<file path="config.mk">
export PLATFORM = sky130hd
export DESIGN_NAME = neuron_param_loader
export DESIGN_NICKNAME = d
export VERILOG_FILES = /design/src/rtl/neuron_param_loader_pkg.sv /design/src/rtl/neuron_param_loader.sv
export SDC_FILE = /design/constraint.sdc
export NUM_CORES = 1
export LEC_CHECK = 0
export CAP_MARGIN = 20
export CORE_AREA = 2 2 94 114
export DETAILED_ROUTE_END_ITERATION = 10
export DIE_AREA = 0 0 96 116
export PLACE_DENSITY = 0.6
export SYNTH_ARGS = -nofsm -noshare
export SYNTH_HDL_FRONTEND = slang
export SYNTH_SLANG_ARGS = --single-unit
export TNS_END_PERCENT = 10
</file>
<file path="constraint.sdc">
create_clock -name clk -period 3.1 [get_ports clk]
set_clock_uncertainty 0.1 [all_clocks]
set_input_delay 0.31 -clock clk [delete_from_list [all_inputs] [get_ports clk]]
set_output_delay 0.31 -clock clk [all_outputs]
set_load 0.02 [all_outputs]
</file>
<file path="src/rtl/neuron_param_loader_pkg.sv">
// Shared widths and FSM encoding for the neuron parameter loader.
package neuron_param_loader_pkg;

  localparam int unsigned DATA_W = 16;
  localparam int unsigned CFG_W  = 2 * DATA_W + 1;

  typedef enum logic [1:0] {
    ST_IDLE    = 2'd0,
    ST_WEIGHTS = 2'd1,
    ST_BIAS    = 2'd2,
    ST_DONE    = 2'd3
  } state_t;

  // States in which the loader accepts host words.
  function automatic logic is_load_state(input state_t st);
    return (st == ST_WEIGHTS) || (st == ST_BIAS);
  endfunction

endpackage

</file>
<file path="src/rtl/neuron_param_loader.sv">
// Streams per-neuron weights then bias from a valid/ready host port to the
// neuron array, tagging each word with the target layer and neuron numbers.
module neuron_param_loader
  import neuron_param_loader_pkg::*;
#(
  parameter int unsigned layerNo    = 1,
  parameter int unsigned numNeurons = 32,
  parameter int unsigned numWeight  = 128
) (
  input  logic              clk,
  input  logic              rst,
  input  logic              start,
  input  logic [DATA_W-1:0] s_data,
  input  logic              s_valid,
  output logic              s_ready,
  output logic [DATA_W-1:0] weightValue,
  output logic              weightValid,
  output logic [DATA_W-1:0] biasValue,
  output logic              biasValid,
  output logic [CFG_W-1:0]  config_layer_num,
  output logic [CFG_W-1:0]  config_neuron_num,
  output logic              busy,
  output logic              done
);

  localparam int unsigned W_W = $clog2(numWeight) + 1;
  localparam int unsigned N_W = $clog2(numNeurons) + 1;
  localparam logic [CFG_W-1:0] CFG_NONE = '1;

  state_t            state, state_nxt;
  logic [W_W-1:0]    w, w_nxt;
  logic [N_W-1:0]    n, n_nxt;
  logic              accept;
  logic              s_ready_nxt, busy_nxt, done_nxt;
  logic              weight_valid_nxt, bias_valid_nxt;
  logic [DATA_W-1:0] weight_value_nxt, bias_value_nxt;
  logic [CFG_W-1:0]  layer_nxt, neuron_nxt;

  assign accept = s_valid & s_ready;

  // State, counters and all outputs are registered together.
  always_ff @(posedge clk) begin
    if (rst) begin
      state             <= ST_IDLE;
      w                 <= '0;
      n                 <= '0;
      s_ready           <= 1'b0;
      busy              <= 1'b0;
      done              <= 1'b0;
      weightValid       <= 1'b0;
      biasValid         <= 1'b0;
      weightValue       <= '0;
      biasValue         <= '0;
      config_layer_num  <= CFG_NONE;
      config_neuron_num <= CFG_NONE;
    end else begin
      state             <= state_nxt;
      w                 <= w_nxt;
      n                 <= n_nxt;
      s_ready           <= s_ready_nxt;
      busy              <= busy_nxt;
      done              <= done_nxt;
      weightValid       <= weight_valid_nxt;
      biasValid         <= bias_valid_nxt;
      weightValue       <= weight_value_nxt;
      biasValue         <= bias_value_nxt;
      config_layer_num  <= layer_nxt;
      config_neuron_num <= neuron_nxt;
    end
  end

  // Next state and next output values; config numbers are presented with
  // each valid and parked at all-ones once the load completes.
  always_comb begin
    state_nxt        = state;
    w_nxt            = w;
    n_nxt            = n;
    done_nxt         = 1'b0;
    weight_valid_nxt = 1'b0;
    bias_valid_nxt   = 1'b0;
    weight_value_nxt = weightValue;
    bias_value_nxt   = biasValue;
    layer_nxt        = config_layer_num;
    neuron_nxt       = config_neuron_num;

    unique case (state)
      ST_IDLE: begin
        if (start) begin
          state_nxt = ST_WEIGHTS;
          w_nxt     = '0;
          n_nxt     = '0;
        end
      end
      ST_WEIGHTS: begin
        if (accept) begin
          weight_valid_nxt = 1'b1;
          weight_value_nxt = s_data;
          layer_nxt        = CFG_W'(layerNo);
          neuron_nxt       = CFG_W'(n);
          if (w == W_W'(numWeight - 1)) begin
            w_nxt     = '0;
            state_nxt = ST_BIAS;
          end else begin
            w_nxt = w + W_W'(1);
          end
        end
      end
      ST_BIAS: begin
        if (accept) begin
          bias_valid_nxt = 1'b1;
          bias_value_nxt = s_data;
          layer_nxt      = CFG_W'(layerNo);
          neuron_nxt     = CFG_W'(n);
          if (n == N_W'(numNeurons - 1)) begin
            state_nxt = ST_DONE;
            done_nxt  = 1'b1;
          end else begin
            n_nxt     = n + N_W'(1);
            state_nxt = ST_WEIGHTS;
          end
        end
      end
      ST_DONE: begin
        state_nxt  = ST_IDLE;
        layer_nxt  = CFG_NONE;
        neuron_nxt = CFG_NONE;
      end
      default: state_nxt = ST_IDLE;
    endcase

    s_ready_nxt = is_load_state(state_nxt);
    busy_nxt    = (state_nxt != ST_IDLE);
  end

endmodule

</file>
# After elaboration in Yosys (flattened, before gate mapping)
# Index checks and enable logic that the tools add are counted.
classes:
  addsub: 2
  eq_ne: 12
  n_mux: 20
  n_bitwise: 4
  n_reduce_logical: 15
ops:
  columns: ["cell", "count"]
  rows:
  - ["33-bit case mux with 2 select lines", 2]
  - ["33-bit two-way mux", 2]
  - ["8-bit two-way mux", 3]
  - ["6-bit two-way mux", 3]
  - ["8-bit case mux with 2 select lines", 1]
  - ["6-bit case mux with 2 select lines", 1]
  - ["2-bit two-way mux", 5]
  - ["8-bit by 1-bit adder with 8-bit output, second input constant", 1]
  - ["8-bit by 7-bit == test with 1-bit output, second input constant", 1]
  - ["2-bit != test, second input constant", 4]
  - ["2-bit case mux with 4 select lines", 1]
  - ["2-bit nonzero test", 4]
  - ["6-bit by 1-bit adder with 6-bit output, second input constant", 1]
  - ["2-bit == test, second input constant", 3]
  - ["6-bit by 5-bit == test with 1-bit output, second input constant", 1]
  - ["2-bit AND reduction", 3]
  - ["2-bit OR reduction", 3]
  - ["2-bit by 1-bit == test with 1-bit output, second input constant", 2]
  - ["4-bit AND reduction", 1]
  - ["1-bit inverter", 3]
  - ["3-bit AND reduction", 1]
  - ["3-bit OR reduction", 1]
  - ["2-bit logical NOT", 1]
  - ["1-bit two-way mux", 2]
  - ["3 further kinds", 3]
totals:
  register_bits: 119
  input_bits: 20
  out_inout_bits: 103
  wordCells: 65

# Depth between registers and ports, before layout
# Gate-level depths: netlist (run 1).
logic_depth:
  ltp_word: 6
  depth_mapped: 9

# Least setup slack after synthesis (run 1)
# OpenSTA, ideal clock, no wires.
synth_path:
  path_kind: "register to output"
  startpoint: "register, netlist name config_neuron_num[31]"
  endpoint: "output config_layer_num[10]"
  arrival_ps: 1667
  setup_slack_ps: 1023
  path_stages_with_launch: 2
  n_path_buf: 1
  cell_sequence: "dfxtp_1 > buf_4"
synth_lines:
  columns: ["element", "line", "text"]
  rows:
  - ["to (decl)", "neuron_param_loader.sv:20", "output logic [CFG_W-1:0] config_layer_num,"]

==> flow_metrics.tcl, run 1 <==
set metrics [dict create \
    status "finished, final reports clean" \
    drive_gt1_share_pct 5.63 \
    cts_resized 0 \
    max_freq_ghz 0.454 \
    first_pass_iters 4 \
    power_density_nw_per_um2 746 \
    cp-startpoint "config_neuron_num[31]$_SDFFE_PP1P_" \
    min_period_ps 2200 \
    synth_edf_count 0 \
    yosysUniqueCellTypes 44 \
    portBuffers 121 \
    postSynthCellCount 358 \
    wl_per_cell_um 13.5 \
    path_cells "buf_4 -> clkdlybuf4s50_1" \
    vias 2521 \
    drt-initial-drc-count 71 \
    reg2reg_setup_slack_ps 1000 \
    tritoncts "yes" \
    cpMaxStageDelayCell "clkdlybuf4s50_1" \
    clock_latency_ps 330 \
    worst-slew-pin-transition_ps 622 \
    critical-path-max-stage-delay_ps 710 \
    hpwl_um 5360 \
    netlist_area_um2 2930 \
    grt.total_usage_pct 12.7 \
    r2r_cells 5 \
    r2r_start "state[1]$_SDFF_PP0_" \
    fin_util_pct 41.7 \
    setup_viol 0 \
    finalHoldViolCount 0 \
    holdPathEnd "config_neuron_num[4]$_SDFFE_PP1P_" \
    finalMaxSlewViolations 0 \
    rr_endpoint "n[2]$_SDFFE_PP0P_" \
    min_path_type "in2reg" \
    synth-main-ff-cell "dfxtp_1" \
    worstPathMaxFanout 59 \
    viasPerCell 4.57 \
    rows 40 \
    core_um2 9960 \
    ys_warn_count 0 \
    root_buffer "clkbuf_16" \
    fin_tns_setup_ps 0 \
    postCtsSetupRepairBufs 0 \
    area_growth_syn_to_layout_pct 41.6 \
    total_leakage_power_nw 1.49 \
    yosysSeqAreaShare_pct 41.0 \
    grt_pass1_vias 2301 \
    cts-htree-levels 3 \
    whs_path_depth 2 \
    worst-endpoint-required_ps 2690 \
    top_level_ports 123 \
    synth-seq-cells 60 \
    gp_congestion 0.873 \
    worstPathArrival_ps 1790 \
    die_w_um 96 \
    hp-start "rst" \
    cp-start-kind "register" \
    ir_drop_mv 0.246 \
    fill_cells 991 \
    syn_nets 385 \
    period_share_pct 71.1 \
    postCtsHoldBufs 0 \
    grt_first_pass_wirelength_um 11200 \
    critPathKind "reg2out" \
    cts_buffer_depth 2 \
    drc 0 \
    start_util_pct 29.4 \
    diodes 0 \
    synth.avg_cell_area_um2 8.19 \
    grt-ovfl-total 0 \
    drv_cap 0 \
    slew_headroom_pct 58.5 \
    nets 448 \
    antenna_found_initial 0 \
    rsz0062_at_grt "no" \
    synth-async-reset-ratio_pct 0 \
    grt_max_degree 60 \
    dieArea_um2 11100 \
    clk_pin_slew_ps 50 \
    cts_buffers 9 \
    ant_nets 0 \
    wl_um 7480 \
    dieHeight_um 116 \
    clock_sinks 60 \
    cp-end-kind "primary output" \
]
## cell type report
class	instances	area (um2)	share of cell area (%)
well taps	126	158	3.80
clock buffers	9	225	5.42
repair buffers	126	1240	30.0
multi-input cells	220	1210	29.1
clock inverters	7	98.8	2.38
inverters	4	15.0	0.362
flip-flops and latches	60	1200	28.9
## worst max path at each step
stage,slack (ps),end,cells after the start
CTS,850,config_neuron_num[32],2
floorplan,1020,config_layer_num[10],1
finish,900,config_neuron_num[32],2
global placement,890,w[7]$_SDFFE_PP0P_,6
global route,760,config_neuron_num[32],2
detailed placement,830,w[7]$_SDFFE_PP0P_,6
## flip-flops by register name, summed over array words and instances (netlist names)
signal	cells
biasValid	1
biasValue	16
busy	1
config_neuron_num	7
done	1
n	6
s_ready	1
state	2
w	8
weightValid	1
weightValue	16
## kinds of logic after synthesis
group | Yosys count | synth area share, %
and+or+nand+nor | 135 | 21.7
other | 1 | 0.128
muxes | 1 | 0.341
DFF | 60 | 41.0
buffers and inverters | 78 | 17.8
xor gates and xnor gates | 6 | 1.79
adders and majority gates | 7 | 2.99
AOI/OAI and AO/OA | 70 | 14.3
## cells in the final DEF (no fill, tap or decap), types with 7 or more instances in the layout
| cell | synthesis | routed |
|---|---|---|
| a21oi_1 | 38 | 38 |
| clkbuf_16 | 0 | 9 |
| clkdlybuf4s50_1 | 0 | 120 |
| dfxtp_1 | 60 | 60 |
| ha_1 | 7 | 7 |
| nand2_1 | 72 | 72 |
| nand2b_1 | 10 | 10 |
| nand3_1 | 7 | 7 |
| nor2_1 | 16 | 16 |
## metrics by stage
step                      instance area (um2)  power (mW)  worst slack, ps  instances  hold WS (ps)
after floorplan                          2930        1.75             1020        358           346
after global placement                   3830        2.04              891        536           343
after detailed placement                 3830        2.05              825        536           348
after CTS                                4150        3.14              850        552           181
after global routing                     4150        3.27              764        552           197
final                                    4150        3.10              896        552           184
## worst max-delay path: cells and delay by family (launching register included)
| family | cells | cell delay (ps) |
|---|---|---|
| buffers and inverters | 2 | 1120 |
| flip-flops | 1 | 340 |
## Yosys cell counts, types with 3 or more instances
master,number,area share (%)
nand2_1,72,9.2
buf_4,60,15
dfxtp_1,60,41
and3_1,3,0.64
o22ai_1,6,1.3
or3_1,3,0.64
buf_2,3,0.51
nor2b_1,4,0.85
nand2b_1,10,2.1
nand4_1,3,0.64
nand3_1,7,1.2
and3b_1,3,0.90
clkbuf_1,11,1.4
a21oi_1,38,6.5
xor2_1,3,0.90
xnor2_1,3,0.90
nor2_1,16,2.0
o21ai_0,6,1.0
nor4b_1,3,0.90
nand3b_1,3,0.77
inv_1,4,0.51
ha_1,7,3.0
## routing by layer
| metal | vias up | track usage (%) | routed length [um] |
|---|---|---|---|
| met3 | 9 | 3.58 | 396 |
| met2 | 72 | 21.0 | 3750 |
| met5 | - | 0 | 0 |
| li1 | 1279 | - | - |
| met1 | 1161 | 15.6 | 3220 |
| met4 | 0 | 4.76 | 110 |
## power breakdown
group / switching [mW] / internal [mW]
Clock: 0.366 / 0.707
Combinational: 0.657 / 0.477
Sequential: 0.0520 / 0.837
Power figures use the tool's default switching activity.
==> inputs of run 2 (changes only) <==
clock period = 2.25 ns   (was 3.1 ns; I/O delays follow)
==> run 2 against run 1 <==
First-iteration DRC count increased by 13%. Wire length fell by 0.24%. Core utilization increased by 0.85 points. Die area did not move. Clock power is 46% higher. Non-clock buffer count increased by 7. Register-to-register slack got worse by 740 ps. Critical path depth rose by 6. Final cell count is 1.1% higher. Setup slack got worse by 640 ps. Critical path type is now reg2reg.
==> flow_metrics.tcl, run 2 (synthesis gave the netlist of run 1 again) <==
set metrics [dict create \
    dieArea_um2 11100 \
    drv_cap 0 \
    worstPathArrival_ps 2090 \
    period_share_pct 88.6 \
    die_w_um 96 \
    dieHeight_um 116 \
    fin_tns_setup_ps 0 \
    grt_pass1_vias 2387 \
    mostFrequentLayoutCells "clkdlybuf4s50_1, nand2_1, dfxtp_1" \
    grt-ovfl-total 0 \
    total_leakage_power_nw 1.54 \
    worst-endpoint-required_ps 2350 \
    worst-slew-pin-transition_ps 554 \
    power_density_nw_per_um2 1040 \
    top_level_ports 123 \
    cp-start-kind "register" \
    power.internal_mw 2.97 \
    switching_share_pct 32.8 \
    reg.largest.list "biasValue: 16 flops, weightValue: 16 flops, w: 8 flops" \
    diodes 0 \
    rsz0062_at_grt "no" \
    wl_um 7460 \
    layout.area.seq_um2 1200 \
    postCtsHoldBufs 0 \
    finalMaxSlewViolations 0 \
    slew_headroom_pct 62.0 \
    finalHoldViolCount 0 \
    critical-path-max-stage-delay_ps 360 \
    p_seq_share_pct 27.7 \
    worst-path-buf-inv 1 \
    drc 0 \
    ant_nets 0 \
    whs_path_depth 4 \
    root_buffer "clkbuf_16" \
    rows 40 \
    grt_max_degree 60 \
    portBuffers 121 \
    drt-initial-drc-count 80 \
    critPathKind "reg2reg" \
    gp_congestion 0.848 \
    vias 2533 \
    r2r_cells 8 \
    hp-start "rst" \
    r2r_start "state[0]$_SDFF_PP0_" \
    wl_per_cell_um 13.4 \
    cts_buffers 9 \
    cp-end-kind "register" \
    critPathTopFamily "adder cells" \
    hpwl_um 5460 \
    p_clk_share_pct 35.3 \
    worstPathMaxFanout 8 \
    p_switching_mw 1.45 \
    place_inst 543 \
    fill_cells 1010 \
    reg2reg_setup_slack_ps 260 \
    path_cells "inv_1 -> ha_1 -> a21boi_0 -> o21ai_0 -> nand3_1 -> nand2_1 -> ha_1 -> nor2b_1" \
    nets 455 \
    max_freq_ghz 0.501 \
    rr_endpoint "s_ready$_SDFF_PP0_" \
    power_frac_comb_pct 37.0 \
    cts-htree-levels 3 \
    grt.total_usage_pct 13.1 \
    cts_buffer_depth 2 \
    antenna_found_initial 0 \
    ir_drop_mv 0.358 \
    min_period_ps 1990 \
    multi_input_area_um2 1210 \
    core_um2 9960 \
    final_cells 558 \
    area_growth_syn_to_layout_pct 44.5 \
    drive_gt1_share_pct 7.18 \
    clock_sinks 60 \
    tritoncts "yes" \
    clock_latency_ps 320 \
    setup_viol 0 \
    first_pass_iters 4 \
    crit_top_cell "ha_1" \
    status "finished, final reports clean" \
    holdPathEnd "n[2]$_SDFFE_PP0P_" \
    min_path_type "in2reg" \
    viasPerCell 4.54 \
    grt_first_pass_wirelength_um 11500 \
    clk_pin_slew_ps 50 \
    final_common_cell "clkdlybuf4s50_1" \
    start_util_pct 29.4 \
    cpMaxStageDelayCell "a21boi_0" \
]
==> run 2: stage by stage <==
stage                     utilization [%]  setup WS (ps)  hold slack [ps]  total power [mW]  instance area (um2)
final                                42.5            256              190              4.42                 4240
after global routing                 42.5           54.5              206              4.68                 4240
after CTS                            42.5            205              186              4.46                 4230
after detailed placement             39.1            194              348              2.88                 3890
after global placement               39.1            274              341              2.88                 3890
after floorplan                         -            258              261              2.42                 2930
==> run 2: worst max path at each step <==
| stage | from | endpoint | cells after the start |
|---|---|---|---|
| 3_5_place_dp | s_valid | s_ready$_SDFF_PP0_ | 6 |
| 2_1_floorplan | config_neuron_num[31]$_SDFFE_PP1P_ | config_layer_num[10] | 1 |
| 6_report | state[0]$_SDFF_PP0_ | s_ready$_SDFF_PP0_ | 8 |
| 5_1_grt | state[0]$_SDFF_PP0_ | n[4]$_SDFFE_PP0P_ | 6 |
| 4_1_cts | state[0]$_SDFF_PP0_ | n[4]$_SDFFE_PP0P_ | 6 |
| 3_3_place_gp | s_valid | s_ready$_SDFF_PP0_ | 6 |
==> run 2: per-layer routing <==
metal / global-route usage, % / part of all wire (%) / vias up
met3: 3.32 / 4.6 / 6
met4: 5.43 / 1.2 / 0
met1: 16.6 / 45 / 1170
met2: 21.0 / 49 / 67
li1: - / - / 1290
met5: 0 / 0 / -
==> run 2: layout make-up <==
class	count	share of cell area, %
inverters	4	0.354
multi-input cells	220	28.7
flip-flops and latches	60	28.4
repair buffers	133	30.9
clock inverters	5	2.36
well taps	126	3.72
clock buffers	10	5.64
==> run 2: worst min-delay path, stage by stage <==
cell     delay (ps)
buf_2           100
nor3b_1          70
nand4_1          90
o41ai_1          70
==> run 2: power groups by stage <==
| stage | clock (mW) | combinational (mW) | sequential [mW] |
|---|---|---|---|
| after floorplan | 0 | 1.08 | 1.34 |
| after global placement | 0 | 1.63 | 1.24 |
| final | 1.56 | 1.64 | 1.22 |
| after global routing | 1.65 | 1.79 | 1.24 |
| after CTS | 1.59 | 1.64 | 1.23 |
| after detailed placement | 0 | 1.63 | 1.25 |
==> run 2: what timing repair did <==
item,4_1_cts,5_1_grt
setup endpoints to repair,0,1
buffers inserted,0,0
resized for setup,0,1
hold endpoints to repair,0,0
